### config.mk
export PLATFORM = sky130hd
export DESIGN_NAME = cmdbuilder_flat
export DESIGN_NICKNAME = d
export VERILOG_FILES = /design/src/rtl/cmdbuilder_if.sv /design/src/rtl/cmdbuilder.sv /design/src/flat_wrapper.sv
export SDC_FILE = /design/constraint.sdc
export NUM_CORES = 1
export LEC_CHECK = 0
export CORE_MARGIN = 2
export CORE_UTILIZATION = 35
export CTS_BUF_LIST = sky130_fd_sc_hd__clkbuf_16
export CTS_CLUSTER_DIAMETER = 40
export DETAILED_ROUTE_END_ITERATION = 8
export GPL_TIMING_DRIVEN = 0
export SYNTH_ARGS = -nofsm -noshare
export SYNTH_HDL_FRONTEND = slang
export SYNTH_SLANG_ARGS = --single-unit
### constraint.sdc
create_clock -name clk -period 4.5 [get_ports clk]
set_input_delay 0.45 -clock clk [delete_from_list [all_inputs] [get_ports clk]]
set_output_delay 0.45 -clock clk [all_outputs]
set_load 0.005 [all_outputs]
### src/rtl/cmdbuilder_if.sv
// Bundles the command request fields and the serial bit stream handshake.
// The master drives the command request and bitready; the slave returns the bit stream and status.
interface cmdbuilder_if;
  logic        start;
  logic [2:0]  cmd_sel;
  logic        dr;
  logic [1:0]  m;
  logic        trext;
  logic [1:0]  sel;
  logic [1:0]  session;
  logic        target;
  logic [3:0]  q;
  logic [2:0]  updn;
  logic [15:0] rn16;
  logic        bitready;
  logic        bitout;
  logic        bitvalid;
  logic        busy;
  logic        done;
  logic        err;

  // Handshake: a bit transfers on every rising edge where bitvalid && bitready.
  // bitout/bitvalid stay stable until that edge; bitready has no effect while bitvalid is low.
  modport master (
    output start, cmd_sel, dr, m, trext, sel, session, target, q, updn, rn16, bitready,
    input  bitout, bitvalid, busy, done, err
  );

  modport slave (
    input  start, cmd_sel, dr, m, trext, sel, session, target, q, updn, rn16, bitready,
    output bitout, bitvalid, busy, done, err
  );
endinterface

### src/rtl/cmdbuilder.sv
// Serialises one reader command per start, MSB first, and appends CRC5 to Query and CRC16 to ReqRN.
// Define CMDTX_CRC16_EN to build in ReqRN and the CRC16 generator; without it, cmd_sel=6 is rejected.
module cmdbuilder (
  input  logic         clk,
  input  logic         reset,
  cmdbuilder_if.slave  bus,
  output logic [1:0]   state_dbg
);
  typedef enum logic [1:0] {S_IDLE = 2'd0, S_SEND = 2'd1, S_CRC = 2'd2, S_DONE = 2'd3} state_t;
  typedef enum logic [1:0] {CRC_NONE = 2'd0, CRC_5 = 2'd1, CRC_16 = 2'd2} crc_kind_t;

  state_t      state;
  crc_kind_t   crc_kind;
  logic [23:0] shreg;
  logic [4:0]  cnt;
  logic [4:0]  crc5;
  logic [4:0]  crc5_next;
  logic        hs;

  logic        cmd_ok;
  logic [23:0] frame;
  logic [4:0]  frame_len;
  crc_kind_t   frame_crc;

  assign state_dbg = state;
  assign hs        = bus.bitvalid && bus.bitready;
  assign crc5_next = {crc5[3:0], 1'b0} ^ ({5{crc5[4] ^ bus.bitout}} & 5'h09);

`ifdef CMDTX_CRC16_EN
  logic [15:0] crc16;
  logic [15:0] crc16_next;
  assign crc16_next = {crc16[14:0], 1'b0} ^ ({16{crc16[15] ^ bus.bitout}} & 16'h1021);
`endif

  // Payload is left-aligned in 24 bits so the MSB always leaves first.
  always_comb begin
    cmd_ok    = 1'b1;
    frame     = '0;
    frame_len = '0;
    frame_crc = CRC_NONE;
    case (bus.cmd_sel)
      3'd0: begin
        frame     = {2'b00, bus.session, 20'd0};
        frame_len = 5'd4;
      end
      3'd1: begin
        frame     = {2'b01, bus.rn16, 6'd0};
        frame_len = 5'd18;
      end
      3'd2: begin
        frame     = {4'b1000, bus.dr, bus.m, bus.trext, bus.sel, bus.session,
                     bus.target, bus.q, 7'd0};
        frame_len = 5'd17;
        frame_crc = CRC_5;
      end
      3'd3: begin
        frame     = {4'b1001, bus.session, bus.updn, 15'd0};
        frame_len = 5'd9;
      end
      3'd5: begin
        frame     = {8'b11000000, 16'd0};
        frame_len = 5'd8;
      end
`ifdef CMDTX_CRC16_EN
      3'd6: begin
        frame     = {8'b11000001, bus.rn16};
        frame_len = 5'd24;
        frame_crc = CRC_16;
      end
`endif
      default: cmd_ok = 1'b0;
    endcase
  end

  always_ff @(posedge clk) begin
    if (reset) begin
      state        <= S_IDLE;
      crc_kind     <= CRC_NONE;
      shreg        <= '0;
      cnt          <= '0;
      crc5         <= '0;
`ifdef CMDTX_CRC16_EN
      crc16        <= '0;
`endif
      bus.bitout   <= 1'b0;
      bus.bitvalid <= 1'b0;
      bus.busy     <= 1'b0;
      bus.done     <= 1'b0;
      bus.err      <= 1'b0;
    end else begin
      bus.done <= 1'b0;
      bus.err  <= 1'b0;
      case (state)
        S_IDLE: begin
          if (bus.start) begin
            if (cmd_ok) begin
              bus.bitout   <= frame[23];
              shreg        <= {frame[22:0], 1'b0};
              cnt          <= frame_len;
              crc_kind     <= frame_crc;
              crc5         <= 5'h09;
`ifdef CMDTX_CRC16_EN
              crc16        <= 16'hFFFF;
`endif
              bus.bitvalid <= 1'b1;
              bus.busy     <= 1'b1;
              state        <= S_SEND;
            end else begin
              bus.err <= 1'b1;
            end
          end
        end
        S_SEND: begin
          if (hs) begin
            crc5 <= crc5_next;
`ifdef CMDTX_CRC16_EN
            crc16 <= crc16_next;
`endif
            if (cnt == 5'd1) begin
              // Last payload bit: the first CRC bit follows on the very next cycle.
              case (crc_kind)
                CRC_5: begin
                  bus.bitout <= crc5_next[4];
                  shreg      <= {crc5_next[3:0], 20'd0};
                  cnt        <= 5'd5;
                  state      <= S_CRC;
                end
`ifdef CMDTX_CRC16_EN
                CRC_16: begin
                  bus.bitout <= ~crc16_next[15];
                  shreg      <= {~crc16_next[14:0], 9'd0};
                  cnt        <= 5'd16;
                  state      <= S_CRC;
                end
`endif
                default: begin
                  bus.bitout   <= 1'b0;
                  bus.bitvalid <= 1'b0;
                  bus.done     <= 1'b1;
                  state        <= S_DONE;
                end
              endcase
            end else begin
              bus.bitout <= shreg[23];
              shreg      <= {shreg[22:0], 1'b0};
              cnt        <= cnt - 5'd1;
            end
          end
        end
        S_CRC: begin
          if (hs) begin
            if (cnt == 5'd1) begin
              bus.bitout   <= 1'b0;
              bus.bitvalid <= 1'b0;
              bus.done     <= 1'b1;
              state        <= S_DONE;
            end else begin
              bus.bitout <= shreg[23];
              shreg      <= {shreg[22:0], 1'b0};
              cnt        <= cnt - 5'd1;
            end
          end
        end
        default: begin
          bus.busy <= 1'b0;
          state    <= S_IDLE;
        end
      endcase
    end
  end
endmodule

### src/flat_wrapper.sv
// flat-port wrapper written by rule: the top's interface ports become plain ports
module cmdbuilder_flat 
  (clk, reset, state_dbg, bus_start, bus_cmd_sel, bus_dr, bus_m, bus_trext, bus_sel, bus_session, bus_target, bus_q, bus_updn, bus_rn16, bus_bitready, bus_bitout, bus_bitvalid, bus_busy, bus_done, bus_err);
  cmdbuilder_if bus_i ();
  input  logic clk;
  input  logic reset;
  output logic [1:0] state_dbg;
  input wire logic [$bits(bus_i.start)-1:0] bus_start;
  input wire logic [$bits(bus_i.cmd_sel)-1:0] bus_cmd_sel;
  input wire logic [$bits(bus_i.dr)-1:0] bus_dr;
  input wire logic [$bits(bus_i.m)-1:0] bus_m;
  input wire logic [$bits(bus_i.trext)-1:0] bus_trext;
  input wire logic [$bits(bus_i.sel)-1:0] bus_sel;
  input wire logic [$bits(bus_i.session)-1:0] bus_session;
  input wire logic [$bits(bus_i.target)-1:0] bus_target;
  input wire logic [$bits(bus_i.q)-1:0] bus_q;
  input wire logic [$bits(bus_i.updn)-1:0] bus_updn;
  input wire logic [$bits(bus_i.rn16)-1:0] bus_rn16;
  input wire logic [$bits(bus_i.bitready)-1:0] bus_bitready;
  output wire logic [$bits(bus_i.bitout)-1:0] bus_bitout;
  output wire logic [$bits(bus_i.bitvalid)-1:0] bus_bitvalid;
  output wire logic [$bits(bus_i.busy)-1:0] bus_busy;
  output wire logic [$bits(bus_i.done)-1:0] bus_done;
  output wire logic [$bits(bus_i.err)-1:0] bus_err;
  assign bus_i.start = bus_start;
  assign bus_i.cmd_sel = bus_cmd_sel;
  assign bus_i.dr = bus_dr;
  assign bus_i.m = bus_m;
  assign bus_i.trext = bus_trext;
  assign bus_i.sel = bus_sel;
  assign bus_i.session = bus_session;
  assign bus_i.target = bus_target;
  assign bus_i.q = bus_q;
  assign bus_i.updn = bus_updn;
  assign bus_i.rn16 = bus_rn16;
  assign bus_i.bitready = bus_bitready;
  assign bus_bitout = bus_i.bitout;
  assign bus_bitvalid = bus_i.bitvalid;
  assign bus_busy = bus_i.busy;
  assign bus_done = bus_i.done;
  assign bus_err = bus_i.err;
  cmdbuilder u_core (.clk(clk), .reset(reset), .bus(bus_i), .state_dbg(state_dbg));
endmodule
# After elaboration in Yosys (flattened, before gate mapping)
# Cells that the tools add are included.
[totals] word_cells=104 out_inout_bits=7 in_bits=39 reg_bits=43
[classes] muxes=56 bitwise=5 reduce_logical=15 add_sub_neg=1 n_eq_ne=17
[op_table] operator="$mux W24" count=7
[op_table] operator="$pmux W24 S5" count=1
[op_table] operator="$pmux W24 S3" count=1
[op_table] operator="$mux W5" count=10
[op_table] operator="$pmux W5 S5" count=1
[op_table] operator="$mux W1" count=23
[op_table] operator="$pmux W5 S3" count=1
[op_table] operator="$mux W2" count=6
[op_table] operator="$ne A2 B1 Y1 const B" count=5
[op_table] operator="$pmux W5 S2" count=1
[op_table] operator="$reduce_and A8 Y1" count=1
[op_table] operator="$reduce_and A7 Y1" count=1
[op_table] operator="$eq A3 B2 Y1 const B" count=2
[op_table] operator="$ne A2 B2 Y1 const B" count=3
[op_table] operator="$pmux W1 S3" count=2
[op_table] operator="$pmux W2 S3" count=1
[op_table] operator="$reduce_and A3 Y1" count=2
[op_table] operator="$reduce_and A6 Y1" count=1
[op_table] operator="$eq A5 B1 Y1 const B" count=1
[op_table] operator="$reduce_and A5 Y1" count=1
[op_table] operator="$reduce_or A5 Y1" count=1
[op_table] operator="$sub A5 B1 Y5 const B" count=1
[op_table] operator="$xor A5 B4 Y5" count=1
[op_table] operator="$eq A2 B1 Y1 const B" count=2
[op_table] operator="other kinds (15)" count=18

# Longest topological paths before layout
# Gate-level depths: netlist of run 1.
[depth] ltp_word=6 ltp_mapped=8 ltp_nobuf=7

# Worst setup path after synthesis of run 1
# Ideal clock, no wire load.
[synth_path] path_type="reg2reg" from="register u_core.state[1], in the netlist u_core.state_dbg[1]" to="register u_core.shreg[10]" period_less_slack_ns=2.047 n_path_buf=1 required_time_ns=4.368 setup_slack_ns=2.453 stages_incl_launch_ff=9 setup_time_ns=0.132 t_arrival_ns=1.915 path_cell_list="dfxtp_1 -> inv_1 -> ha_1 -> nor2b_1 -> o21a_1 -> or4_4 -> buf_6 -> a211oi_2 -> nor3_1"
[synth_via] elab_chain_len=3 elab_cells_between_ends=12 classes_between="eq/ne (8); mux (1); reduce/logical (3)"
[synth_rtl] element="start, declared" line_no="cmdbuilder.sv:12" text="state_t state;"
[synth_rtl] element="start signal, assigned" line_no="cmdbuilder.sv:77" text="state <= S_IDLE;"
[synth_rtl] element="start signal, assigned" line_no="cmdbuilder.sv:107" text="state <= S_SEND;"
[synth_rtl] element="start signal, assigned" line_no="cmdbuilder.sv:126" text="state <= S_CRC;"
[synth_rtl] element="$eq A2 B1 Y1, or another cell as far along" line_no="cmdbuilder.sv:93" text="case (state)"
[synth_rtl] element="$ne A3 B3 Y1 (no source line), or another cell as far along"
[synth_rtl] element="$reduce_and A7 Y1 (no source line)"
[synth_rtl] element="end signal, assigned" line_no="cmdbuilder.sv:98" text="shreg <= {frame[22:0], 1'b0};"
[synth_rtl] element="end signal, assigned" line_no="cmdbuilder.sv:124" text="shreg <= {crc5_next[3:0], 20'd0};"
[synth_rtl] element="end signal, assigned" line_no="cmdbuilder.sv:145" text="shreg <= {shreg[22:0], 1'b0};"
[synth_rtl] element="end, declared" line_no="cmdbuilder.sv:14" text="logic [23:0] shreg;"
# Several ways; a longest one is shown, not always the timed one.
# A chain may end at the register's enable or synchronous reset.

# Final worst setup path of run 1
[layout_path] from="register u_core.state[0], in the netlist u_core.state_dbg[0]" to="register u_core.shreg[23]"
# The elaborated chain is that of the path after synthesis.

==> run_results.csv, run 1 <==
group,metric,value,unit
outcome,outcome,"finished, final reports clean",
placement,place_congestion,0.8017,
clocking,clk_root_buffer_cell,"clkbuf_16",
drt,drt_drc_violations_left,0,
drt,first_iter_violations,130,
synthesis,yosys.area.top_type,"dfxtp_1",
power_and_ir_drop,power_frac_seq,31.0,%
power_and_ir_drop,power.combinational.fraction,49.4,%
synthesis,post-synth-top-area-fraction,32.73,%
layout,seqCellArea,700.7,um^2
placement,placed_cells,378,
floorplanning,row_count,28,
clocking,clock_tree.buffer_depth,2,
setup_path,critical_path.reg2reg.startpoint,"u_core.state_dbg[0]",
synthesis,synth.yosys.seq_area_share,32.73,%
setup_path,worstPathRequired,4.64,ns
layout,multi_input_comb_area,1304,um^2
drt,via_count,2105,
sta,finalSetupTns,0,ns
power_and_ir_drop,ir_worst_vdd,0.2330,mV
synthesis,synth.mux.area_fraction,4.033,%
clocking,clkLatencyLatePin,0.28,ns
placement,place_area,2665,um^2
clocking,tritoncts,"done",
layout,diode_count,0,
synthesis,synth.avg_cell_area,8.234,um^2
sta,final.period_utilization,52.53,%
synthesis,synth-adder-area-share,3.507,%
setup_path,crit_fanout,10,
placement,place_worst_setup_slack,1.870,ns
layout,postLayoutCellArea,2803,um^2
layout,drive_gt1_share,12.22,%
floorplanning,die-height,82.21,um
sta,final_setup_violation_count,0,
setup_path,worst-setup-path-type,"flop to flop",
setup_path,setup.worst_path.start_class,"flop",
power_and_ir_drop,p_total,1.678,mW
setup_path,critical_path_arrival,2.51,ns
global_route,globalRouteTotalUtil,19.45,%
sta,hold_violations,0,
power_and_ir_drop,powerDensity,598.7,nW/um^2
sta,period_needed,2.364,ns
sta,achievable-frequency,423.0,MHz
clocking,hold_buffers,0,
setup_path,r2r-end,"u_core.shreg[23]",
clocking,htree_levels,2,
global_route,antenna_violations_before_repair,0,
floorplanning,core,5921,um^2
layout,stdcell_count,386,
placement,hpwl,4572,um
hold_path,hold_path_startpoint,"u_core.crc5[2]",
global_route,global_route_wire_length_before_repair,9860,um
global_route,grt_pass1_vias,1941,
layout,most_common_cell_after_layout_fill_and_taps_aside,"clkdlybuf4s50_1",
synthesis,synth_cell_area,2141,um^2
global_route,grt_overflow,0,
hold_path,holdPathEnd,"u_core.crc5[2]",
synthesis,synth.ff_latch_count,35,
sta,tightestPinTransition,0.5880,ns
synthesis,area_share_of_xor_xnor_cells_in_the_synthesized_design,1.227,%
drt,via_per_inst,5.453,
sta,slew-limit-headroom,60.80,%
clocking,clock_sink_count,35,
setup_path,reg2regPathDepth,8,
power_and_ir_drop,power.switching_fraction,41.53,%
placement,numPortBuffers,43,
synthesis,post_synth_inst_count,260,
sta,finalHoldWorstSlack,0.4728,ns
power_and_ir_drop,power.switching,0.6968,mW
sta,setup_repair_after_global_routing_missed_its_margin,"no",
floorplanning,top_level_ports,46,
floorplanning,start_util,36.16,%
floorplanning,die-width,82.21,um
synthesis,synth_warn,0,
power_and_ir_drop,internal_power,0.9811,mW
layout,area_growth,30.92,%
clocking,cts_setup_buffers,0,
synthesis,synth_simple_gate_area_share,23.79,%
drt,wl,6238,um
power_and_ir_drop,clkPwrFrac,19.6,%
layout,final_core_utilization,47.34,%
drt,firstDrtPassIters,4,
hold_path,timing.hold.worst_path_depth,2,
setup_path,critical_path_sink_type,"flop",
clocking,post_cts_resize_count,0,
layout,fin_nets,355,
clocking,cts_made_buffers,5,
synthesis,synth_top_family_by_area,"compound AO/OA/AOI/OAI gates",
hold_path,timing.hold.worst.class,"flop to flop",
drt,antenna_violating_nets_left,0,
flow_run,max-cap-violations,0,
global_route,maximum_number_of_pins_on_one_net_before_global_route_repair,11,
drt,post_drt_wl_per_cell,16.16,um
sta,fin_skew,0.008417,ns
layout,nFillCells,609,
synthesis,post_synthesis_net_count,305,
floorplanning,floorplan.die_area,6758,um^2
layout,most-common-layout-cells,"clkdlybuf4s50_1, nor2_1, dfxtp_1",
setup_path,reg2reg_slack,2.14,ns
synthesis,synth-compound-area-share,28.35,%
sta,setup_slack,2.136,ns
power_and_ir_drop,cellLeakagePower,0.9853,nW
synthesis,count_of_distinct_cell_types_in_the_synthesized_netlist,47,
clocking,clk_pin_slew_worst_paths,0.06,ns
sta,final-max-slew-violation-count,0,
synthesis,netlist_top_cells_area,"dfxtp_1, a211oi_2, nor2_1",
[worst max path at each step]
stage                                   start          endpoint  slack, ns  depth (start not counted)
final                     u_core.state_dbg[0]  u_core.shreg[23]       2.14                          8
after global routing      u_core.state_dbg[0]     u_core.cnt[0]       1.88                          8
after CTS                      bus_cmd_sel[0]  u_core.shreg[23]       2.15                          8
after detailed placement       bus_cmd_sel[0]  u_core.shreg[10]       1.87                          8
after global placement         bus_cmd_sel[0]  u_core.shreg[15]       1.87                          8
after floorplan           u_core.state_dbg[1]  u_core.shreg[10]       2.45                          8
[kinds of logic (layout without fill, tap and decap cells)]
logic type / Yosys count / count (layout)
AND/OR/NAND/NOR: 102 / 102
flip-flops: 35 / 35
adder cells (fa/ha/maj): 6 / 6
XOR/XNOR: 3 / 3
AO/OA/AOI/OAI: 76 / 76
multiplexers: 8 / 8
buffers and inverters: 30 / 81
[flip-flops by register name, indices dropped and copies added, names as in the netlist]
register,cells
u_core.shreg,17
u_core.bus.busy,1
u_core.crc_kind,1
u_core.cnt,5
u_core.crc5,5
u_core.state_dbg,2
u_core.bus.bitout,1
u_core.bus.err,1
u_core.bus.bitvalid,1
u_core.bus.done,1
[cell usage after synthesis (all sizes together)]
cell type  count
nor2          38
a32o           1
nor4b          1
buf            7
xor2           2
or3b           1
a31oi          3
nor4           2
a2111oi        1
o31a           1
o21a           1
a211oi        18
nand2         17
clkbuf        13
o2111ai        1
mux2i          3
nand2b         2
nand3          6
o221ai         1
nor2b          7
o21ai          5
a21oi         17
a221oi         3
and4           1
o21bai         1
nor3          22
mux2           5
or4            1
dfxtp         35
nand3b         1
o22ai          4
ha             6
or2            1
nand4          2
a22oi         12
inv           10
o311ai         1
xnor2          1
o31ai          1
a21boi         1
a311oi         3
a21o           1
[cell type report]
cell class | instances | share of cell area [%]
Inverter | 10 | 1.339
Multi-Input combinational cell | 195 | 46.52
Timing Repair Buffer | 43 | 15.36
Clock buffer | 5 | 4.464
Tap cell | 75 | 3.348
Sequential cell | 35 | 25.00
Buffer | 20 | 3.527
Clock inverter | 3 | 0.4464
[critical path, stage by stage (launching register included)]
cell	delay, ns
dfxtp_1	0.40
inv_1	0.08
ha_1	0.26
nor2_1	0.36
a21oi_1	0.19
or4_4	0.47
buf_6	0.18
a211oi_2	0.21
nor3_1	0.07
[power groups by stage]
stage	registers [mW]	logic (mW)	clock network, mW
final	0.520	0.828	0.329
after global routing	0.534	0.916	0.347
after CTS	0.519	0.824	0.332
after detailed placement	0.524	0.819	0
after global placement	0.522	0.814	0
after floorplan	0.507	0.600	0
[layer usage]
layer,vias up,part of all wire [%],global-route usage [%]
met5,-,0,0
met1,1004,46,26.20
li1,1052,-,-
met3,4,3.7,3.261
met2,45,49,31.45
met4,0,1.3,6.500
No activity file was read; power rests on OpenSTA's default activity.
==> inputs of run 2 (changes only) <==
Clock period 4.5 ns to 2.4 ns, I/O delays scaled along.
==> run 2 against run 1 <==
Clock power increased by 88%. Sequential share of layout area decreased by 0.41 points. Clock skew decreased by 0.00051 ns. Worst setup slack got worse by 2.0 ns. Flip-flop and latch count unchanged. Clock-buffer cell count unchanged. Non-clock buffer count increased by 4. Hold slack got worse by 0.098 ns. Register-to-register slack got worse by 2.0 ns. Critical path type unchanged. Largest cell class unchanged. Largest power group unchanged. Highest routed layer unchanged.
==> run_results.csv, run 2 (synthesis results as in run 1) <==
group,metric,value,unit
clocking,clkLatencyLatePin,0.28,ns
drt,dr.max_layer_used,"met4",
sta,tightestPinTransition,0.5700,ns
layout,registers.top_by_ff_count,"u_core.shreg",
drt,sum_of_routed_wire_segments_on_met1,2944,um
floorplanning,floorplan.die_area,6758,um^2
clocking,clock_tree.buffer_depth,2,
layout,nFillCells,606,
sta,fin_skew,0.007904,ns
floorplanning,row_count,28,
layout,area_growth,33.08,%
clocking,clock_sink_count,35,
setup_path,worstPathRequired,2.54,ns
global_route,grt_overflow,0,
power_and_ir_drop,powerDensity,1129,nW/um^2
power_and_ir_drop,p_total,3.218,mW
hold_path,hold_path_startpoint,"bus_cmd_sel[2]",
sta,final_setup_violation_count,0,
drt,post_drt_wl_per_cell,16.09,um
hold_path,timing.hold.worst.class,"input port to flop",
power_and_ir_drop,ir_worst_vdd,0.4401,mV
setup_path,worstPathCellList,"inv_1 > ha_1 > nor2b_1 > o21a_1 > or4_4 > buf_6 > a211oi_2 > nor3_1",
placement,hpwl,4572,um
global_route,maximum_number_of_pins_on_one_net_before_global_route_repair,11,
floorplanning,top_level_ports,46,
sta,final-max-slew-violation-count,0,
floorplanning,core,5921,um^2
sta,slew-limit-headroom,62.00,%
layout,seqCellArea,700.7,um^2
placement,numPortBuffers,43,
layout,fin_nets,359,
setup_path,critical_path_sink_type,"flop",
clocking,tritoncts,"done",
sta,setup_repair_after_global_routing_missed_its_margin,"no",
drt,drt_drc_violations_left,0,
power_and_ir_drop,cellLeakagePower,1.010,nW
layout,diode_count,0,
clocking,clk_pin_slew_worst_paths,0.06,ns
clocking,cts_made_buffers,5,
drt,via_count,2104,
layout,multi_input_comb_area,1311,um^2
global_route,grt_pass1_vias,1941,
drt,firstDrtPassIters,4,
drt,first_iter_violations,170,
floorplanning,die-height,82.21,um
drt,via_per_inst,5.395,
layout,postLayoutCellArea,2849,um^2
setup_path,crit_fanout,10,
clocking,htree_levels,2,
setup_path,worst-setup-path-type,"flop to flop",
setup_path,reg2reg_slack,0.15,ns
setup_path,crit_path_top_delay_cell,"or4_4",
sta,final.period_utilization,93.83,%
setup_path,critical_path_startpoint,"u_core.state_dbg[1]",
global_route,global_route_wire_length_before_repair,9860,um
layout,drive_gt1_share,13.97,%
drt,wl,6276,um
sta,achievable-frequency,444.1,MHz
layout,number_of_flip_flops_in_the_largest_register,17,
placement,place_area,2665,um^2
clocking,clk_root_buffer_cell,"clkbuf_16",
global_route,globalRouteTotalUtil,19.45,%
layout,most-common-layout-cells,"clkdlybuf4s50_1, nor2_1, dfxtp_1",
floorplanning,start_util,36.16,%
layout,largest_registers,"u_core.shreg x17, u_core.cnt x5, u_core.crc5 x5",
drt,met3WireLength,229,um
outcome,outcome,"finished, final reports clean",
setup_path,timing.critical_path.slowest_cell_delay,0.51,ns
global_route,antenna_violations_before_repair,0,
layout,most_common_cell_after_layout_fill_and_taps_aside,"clkdlybuf4s50_1",
placement,place_congestion,0.8017,
drt,antenna_violating_nets_left,0,
setup_path,critical_path_arrival,2.40,ns
sta,hold_violations,0,
setup_path,critical_path.reg2reg.startpoint,"u_core.state_dbg[1]",
setup_path,setup.worst_path.start_class,"flop",
sta,period_needed,2.252,ns
floorplanning,die-width,82.21,um
drt,wl_met2,3023,um
flow_run,max-cap-violations,0,
==> run 2: changes by cell type in the layout (fill, tap and decap cells not counted) <==
cell | before | now
buf_4 | 1 | 5
buf_2 | 4 | 1
clkbuf_4 | 0 | 3
clkbuf_1 | 13 | 12
clkbuf_2 | 0 | 1
nor2_1 | 38 | 37
nor2_4 | 0 | 1
==> run 2: layout make-up <==
cell class,count,share of cell area (%)
Inverter,10,1.318
Sequential cell,35,24.59
Buffer,20,3.777
Tap cell,75,3.294
Timing Repair Buffer,47,16.16
Multi-Input combinational cell,195,46.03
Clock inverter,3,0.4392
Clock buffer,5,4.392
==> run 2: worst max-delay path: cells and delay by family, from the launching register on <==
family,cells,cell delay (ns)
adders and majority gates,1,0.28
buffers and inverters,2,0.26
DFF,1,0.39
and+or+nand+nor,3,0.76
AOI/OAI and AO/OA,2,0.41
==> run 2: final timing paths <==
path                            cells past startpoint          endpoint
worst max register to register                      8  u_core.shreg[23]
worst min register to register                      2    u_core.crc5[2]
worst min-delay path                                3    u_core.bus.err
worst max-delay path                                8  u_core.shreg[23]
==> run 2: per-stage QoR <==
| stage | TNS (ns) | worst slack (ns) | instances | hold slack (ns) | util, % |
|---|---|---|---|---|---|
| 2_1_floorplan | 0 | 0.3526 | 260 | 0.3919 | - |
| 3_3_place_gp | -0.1381 | -0.02109 | 378 | 0.4526 | 45.01 |
| 3_5_place_dp | -0.1255 | -0.02034 | 378 | 0.4622 | 45.01 |
| 4_1_cts | 0 | 0.04586 | 386 | 0.3715 | 47.34 |
| 5_1_grt | 0 | 0.003839 | 390 | 0.3912 | 48.12 |
| 6_report | 0 | 0.1482 | 390 | 0.3750 | 48.12 |
==> run 2: what timing repair did <==
action	4_1_cts	5_1_grt
hold buffers	0	0
buffers inserted	0	4
endpoints found under the setup margin	0	21
gates resized for setup	0	7
==> run 2: report_power, final <==
| part | total (mW) | leakage (nW) | internal [mW] | switching (mW) |
|---|---|---|---|---|
| sequential | 0.976 | 0.287 | 0.800 | 0.176 |
| combinational | 1.62 | 0.647 | 0.718 | 0.904 |
| clock | 0.619 | 0.0762 | 0.375 | 0.244 |
| total | 3.22 | 1.01 | 1.89 | 1.32 |
==> run 2: per-layer routing <==
| metal | GRT usage (%) | up-vias |
|---|---|---|
| li1 | - | 1059 |
| met1 | 26.20 | 997 |
| met2 | 31.45 | 44 |
| met3 | 3.261 | 4 |
| met4 | 6.500 | 0 |
| met5 | 0 | - |
